`config.mk`:
```
export PLATFORM = sky130hd
export DESIGN_NAME = iobuf_bank
export DESIGN_NICKNAME = d
export VERILOG_FILES = /design/src/rtl/iobuf_pkg.sv /design/src/rtl/iobuf_chan.sv /design/src/rtl/iobuf_bank.sv
export SDC_FILE = /design/constraint.sdc
export NUM_CORES = 1
export LEC_CHECK = 0
export BUFFER_PORTS_ARGS = -buffer_cell sky130_fd_sc_hd__buf_2
export CAP_MARGIN = 10
export CORE_MARGIN = 5
export CORE_UTILIZATION = 52
export CTS_CLUSTER_DIAMETER = 120
export CTS_CLUSTER_SIZE = 14
export DETAILED_ROUTE_END_ITERATION = 8
export GPL_ROUTABILITY_DRIVEN = 0
export PLACE_DENSITY = 0.87
export SLEW_MARGIN = 25
export SYNTH_ARGS = -nofsm -noshare
export SYNTH_HDL_FRONTEND = slang
export SYNTH_SLANG_ARGS = --single-unit
```
`constraint.sdc`:
```
create_clock -name clock -period 1.7 [get_ports clock]
set_input_delay 0.17 -clock clock [delete_from_list [all_inputs] [get_ports clock]]
set_output_delay 0.17 -clock clock [all_outputs]
set_load 0.005 [all_outputs]
```
`src/rtl/iobuf_pkg.sv`:
```
// iobuf_pkg: shared types and helpers for the IO buffer bank.
// Channel state encoding, direction constants, counter sizing.
package iobuf_pkg;

  typedef enum logic [1:0] {
    ST_IN       = 2'd0,
    ST_TURN_OUT = 2'd1,
    ST_OUT      = 2'd2,
    ST_TURN_IN  = 2'd3
  } ch_state_e;

  localparam logic DIR_IN  = 1'b0;
  localparam logic DIR_OUT = 1'b1;

  function automatic int cnt_width(
    input int a,
    input int b,
    input int c
  );
    int m;
    m = a;
    if (b > m) m = b;
    if (c > m) m = c;
    return (m < 1) ? 1 : $clog2(m + 1);
  endfunction

endpackage

```
`src/rtl/iobuf_chan.sv`:
```
// iobuf_chan: one IO channel with direction turnaround sequencing,
// open-drain emulation and a synchronised, glitch-filtered input.
module iobuf_chan
  import iobuf_pkg::*;
#(
  parameter int SETTLE_CYCLES = 4,
  parameter int TURN_CYCLES   = 2,
  parameter int FILTER_LEN    = 2
) (
  input  logic clock,
  input  logic reset_n,
  input  logic req,
  input  logic od,
  input  logic dout,
  input  logic pin_din,
  output logic din,
  output logic ready,
  output logic buf_dir,
  output logic buf_od,
  output logic pin_oe,
  output logic pin_dout
);

  localparam int CW = cnt_width(SETTLE_CYCLES, TURN_CYCLES, FILTER_LEN);
  localparam logic [CW-1:0] SETTLE_LD = CW'(SETTLE_CYCLES);
  localparam logic [CW-1:0] TURN_LD   = CW'(TURN_CYCLES);
  localparam logic [CW-1:0] FLT_LD    = CW'(FILTER_LEN);
  localparam logic [CW-1:0] ONE       = CW'(1);

  ch_state_e       state_q;
  ch_state_e       state_d;
  logic [CW-1:0]   cnt_q;
  logic [CW-1:0]   cnt_d;

  logic            dir_d;
  logic            oe_d;
  logic            dout_d;
  logic            bod_d;
  logic            ready_d;

  logic [1:0]      sync_q;
  logic [CW-1:0]   flt_q;

  always_ff @(posedge clock or negedge reset_n) begin
    if (!reset_n) begin
      state_q <= ST_IN;
      cnt_q   <= '0;
    end else begin
      state_q <= state_d;
      cnt_q   <= cnt_d;
    end
  end

  // Turnarounds always run to completion; req is only looked at in IN/OUT.
  always_comb begin
    state_d = state_q;
    cnt_d   = cnt_q;
    unique case (state_q)
      ST_IN: begin
        if (req) begin
          state_d = ST_TURN_OUT;
          cnt_d   = SETTLE_LD;
        end
      end
      ST_TURN_OUT: begin
        if (cnt_q == '0) state_d = ST_OUT;
        else             cnt_d   = cnt_q - ONE;
      end
      ST_OUT: begin
        if (!req) begin
          state_d = ST_TURN_IN;
          cnt_d   = TURN_LD;
        end
      end
      ST_TURN_IN: begin
        if (cnt_q == '0) state_d = ST_IN;
        else             cnt_d   = cnt_q - ONE;
      end
    endcase
  end

  always_comb begin
    dir_d   = (state_d != ST_IN) ? DIR_OUT : DIR_IN;
    oe_d    = 1'b0;
    dout_d  = 1'b0;
    bod_d   = buf_od;
    ready_d = ((state_q == ST_IN) && !req) ||
              ((state_q == ST_OUT) && req);
    if (state_d == ST_OUT) begin
      bod_d = od;
      unique case (1'b1)
        od: begin
          oe_d   = ~dout;
          dout_d = 1'b0;
        end
        !od: begin
          oe_d   = 1'b1;
          dout_d = dout;
        end
      endcase
    end
  end

  always_ff @(posedge clock or negedge reset_n) begin
    if (!reset_n) begin
      buf_dir  <= DIR_IN;
      buf_od   <= 1'b0;
      pin_oe   <= 1'b0;
      pin_dout <= 1'b0;
      ready    <= 1'b0;
    end else begin
      buf_dir  <= dir_d;
      buf_od   <= bod_d;
      pin_oe   <= oe_d;
      pin_dout <= dout_d;
      ready    <= ready_d;
    end
  end

  // din moves only once the synced pin has disagreed for FILTER_LEN clocks.
  always_ff @(posedge clock or negedge reset_n) begin
    if (!reset_n) begin
      sync_q <= '0;
      flt_q  <= '0;
      din    <= 1'b0;
    end else begin
      sync_q <= {sync_q[0], pin_din};
      if (sync_q[1] != din) begin
        if (flt_q == FLT_LD) begin
          din   <= sync_q[1];
          flt_q <= '0;
        end else begin
          flt_q <= flt_q + ONE;
        end
      end else begin
        flt_q <= '0;
      end
    end
  end

endmodule

```
`src/rtl/iobuf_bank.sv`:
```
// iobuf_bank: CH independent IO buffer channels with a bank-wide
// enable that walks every channel back to input.
module iobuf_bank
  import iobuf_pkg::*;
#(
  parameter int CH            = 8,
  parameter int SETTLE_CYCLES = 4,
  parameter int TURN_CYCLES   = 2,
  parameter int FILTER_LEN    = 2
) (
  input  logic          clock,
  input  logic          reset_n,
  input  logic          bank_en,
  input  logic [CH-1:0] ch_dir,
  input  logic [CH-1:0] ch_od,
  input  logic [CH-1:0] ch_dout,
  output logic [CH-1:0] ch_din,
  output logic [CH-1:0] ch_ready,
  output logic [CH-1:0] buf_dir,
  output logic [CH-1:0] buf_od,
  output logic [CH-1:0] pin_oe,
  output logic [CH-1:0] pin_dout,
  input  logic [CH-1:0] pin_din
);

  logic [CH-1:0] req;

  assign req = ch_dir & {CH{bank_en}};

  for (genvar i = 0; i < CH; i++) begin : g_ch
    iobuf_chan #(
      .SETTLE_CYCLES (SETTLE_CYCLES),
      .TURN_CYCLES   (TURN_CYCLES),
      .FILTER_LEN    (FILTER_LEN)
    ) u_chan (
      .clock    (clock),
      .reset_n  (reset_n),
      .req      (req[i]),
      .od       (ch_od[i]),
      .dout     (ch_dout[i]),
      .pin_din  (pin_din[i]),
      .din      (ch_din[i]),
      .ready    (ch_ready[i]),
      .buf_dir  (buf_dir[i]),
      .buf_od   (buf_od[i]),
      .pin_oe   (pin_oe[i]),
      .pin_dout (pin_dout[i])
    );
  end

endmodule

```
==> impl_results.md <==
* GRT Total Usage at 17.0%
* Warnings, synthesis at 0
* Arrival @ worst endpoint at 1950 ps
* Die H at 117 um
* Tot Pwr at 0.0129 W
* Crit path capture type: flip-flop
* Final Skew at 5.48 ps
* Largest net degree at the start of global routing at 129
* # rows at 39
* Initial DRC count at 272
* Pre-CTS setup slack at 86.9 ps
* Root buffer selected by CTS: clkbuf_16
* Post-DR vias/cell at 5.11
* EDFF count, synth at 0
* Main synth FF type: dfrtp_1
* Leak at 3.34 nW
* Detailed placement HPWL at 7.19 mm
* Worst reg-to-reg setup slack at 50 ps
* Post-synthesis cell area at 0.00600 mm^2
* Drt first pass iters at 4
* Clk_lat worst skew at 410 ps
* Cells after synthesis at 531
* Async set-reset flop share out of synthesis at 100%
* H-tree levels at 4
* Initial Utilization at 52.8%
* Per-cell routed wire length at 14.3 um
* Placed cells at 698
* Final WS setup at 50.8 ps
* Max-slew violation count at 0
* Post-layout util at 61.6%
* Slew headroom at 56.5%
* Inserted Clock Buffers at 17
* Synth top area share at 53.4%
* Share of cells above drive strength 1 at 26.4%
* Antenna violations before repair at 0
* Mapped Nets at 582
* Startpoint class of the critical path: flip-flop
* TritonCTS clock tree: yes
* Final Hold Viols at 0
* FMAX at 606 MHz
* Syn Area/Cell at 11.3 um^2
* Worst VDD drop at 1010 uV
* Slew @ Worst Pin at 653 ps
* Gr ovfl total at 0
* Vias at 3853
* Tcrit/Tclk final at 97.0%
* First-pass GRT wire length at 19.2 mm
* Number of I/O port buffers at 82
* Diodes inserted at 0
* Die width at 117 um
* Top post-synthesis cells by count: dfrtp_1 (128), buf_4 (53), nand2_1 (35)
* DRC viols at 0
* PD cells at 1850 mW/mm^2
* Unique masters post-synth at 44
* Worst Hold Class: input port to flip-flop
* Core Box Area at 0.0114 mm^2
* Crit Path Category: flip-flop to flip-flop
* # IOs at 83
* CTS Buffer Depth at 2
* Top-count cell post-synth: dfrtp_1
* Detailed Route WL at 10.8 mm
* Die area at 0.0138 mm^2
* Area Growth Syn to Fin at 16.7%
* Fin crit period at 1650 ps
* Final ANT Viol Nets at 0
* # setup viols final at 0
* CP Data Required Time at 2000 ps
* Max-Cap Viols at 0
* Clock Pin Slew Worst Setup and Hold Paths at 50 ps
* Status: finished clean
* Critical-path maximum fanout at 3
* Final non-filler cell total at 754
* Worst Hold Slack at 122 ps
* Net count reported at finish at 652
* Largest cells by area after synthesis: dfrtp_1 (53%), buf_4 (6.6%), mux2_2 (4.7%)
* Vias in the first global route at 4194
* Sequential share of the synthesized area at 53.4%
* Seq cells post-synth at 128
* Clk sinks at 128
* Area leader, netlist: dfrtp_1
[final cells by class]
type,count,area (um^2)
Clock inverter,6,58.8
Fill cell,886,4370
Clock buffer,23,488
Multi-Input combinational cell,300,2170
Inverter,33,124
Tap cell,143,179
Sequential cell,128,3200
Timing Repair Buffer,121,781
[worst max-delay path: stages (launching register included)]
cell and delay (ps):
dfrtp_1 350, inv_1 70, ha_1 210, ha_1 220, nand2_1 120, o22a_1 230, mux2_2 340
[where the power goes]
part	switching [W]	internal (W)
registers	0.000983	0.00420
logic	0.00203	0.00234
clock network	0.00124	0.00213
total	0.00425	0.00867
[state kept, by name, indices dropped and copies added (netlist names)]
signal	flops
g_ch.u_chan.flt_q	24
g_ch.u_chan.pin_dout	8
g_ch.u_chan.din	8
g_ch.u_chan.ready	8
g_ch.u_chan.buf_od	8
g_ch.u_chan.cnt_q	24
g_ch.u_chan.sync_q	16
g_ch.u_chan.state_q	16
g_ch.u_chan.buf_dir	8
g_ch.u_chan.pin_oe	8
[cells in the final DEF (no fill, tap or decap), types with 7 or more instances in the layout]
master and n:
nand2b_1 9, o21ai_0 8, mux2i_1 10, nand2_1 35, xor2_1 8, dfrtp_1 128, nor2b_1 19, xnor2_1 19
nor3b_1 9, ha_1 16, a211oi_1 7, mux2_2 25, dlygate4sd3_1 25, clkbuf_16 17, a21oi_1 28, inv_1 33
buf_2 81, nor3_1 11, maj3_1 7, buf_4 14, nor2_1 30, a31oi_1 11
[layer usage]
| layer | vias to the layer above | global-route usage (%) | routed length [um] |
|---|---|---|---|
| met5 | - | 0 | 0 |
| met4 | 0 | 8.34 | 287 |
| met3 | 26 | 5.44 | 486 |
| met2 | 84 | 28.7 | 5590 |
| met1 | 1874 | 19.2 | 4410 |
| li1 | 1869 | - | - |
[worst paths after layout]
kind                                                     startpoint                                 end  depth (start not counted)
worst max-delay path            g_ch[3].u_chan.cnt_q[0]$_DFFE_PN0P_   g_ch[3].u_chan.buf_od$_DFFE_PN0N_                          6
min in group asynchronous                                   reset_n   g_ch[2].u_chan.flt_q[0]$_DFF_PN0_                          3
max in group asynchronous                                   reset_n    g_ch[0].u_chan.buf_dir$_DFF_PN0_                          3
worst min-delay path                                      ch_dir[6]    g_ch[6].u_chan.buf_dir$_DFF_PN0_                          3
worst max register to register  g_ch[3].u_chan.cnt_q[0]$_DFFE_PN0P_   g_ch[3].u_chan.buf_od$_DFFE_PN0N_                          6
worst min register to register   g_ch[3].u_chan.sync_q[0]$_DFF_PN0_  g_ch[3].u_chan.sync_q[1]$_DFF_PN0_                          0
[stage by stage]
stage	setup TNS (ps)	cell area, um^2
2_1_floorplan	0	6000
3_3_place_gp	0	6190
3_5_place_dp	0	6190
4_1_cts	0	6990
5_1_grt	-59.8	7000
6_report	0	7000
[logic make-up (layout without fill, tap and decap cells)]
group | Yosys count | in the layout | share of synthesized area (%)
and+or+nand+nor | 132 | 132 | 11.8
adders and majority gates | 27 | 27 | 5.26
DFF | 128 | 128 | 53.4
buffers and inverters | 103 | 183 | 10.5
xor gates and xnor gates | 27 | 27 | 3.94
AOI/OAI and AO/OA | 76 | 76 | 8.26
muxes | 38 | 38 | 6.93
[what timing repair did]
| item | in CTS | in global routing |
|---|---|---|
| gates resized for setup | 0 | 0 |
| hold buffers | 25 | 0 |
| endpoints found under the hold margin | 155 | 0 |
| setup buffers | 0 | 2 |
| setup endpoints to repair | 0 | 1 |
No activity file was read; power rests on OpenSTA's default activity.
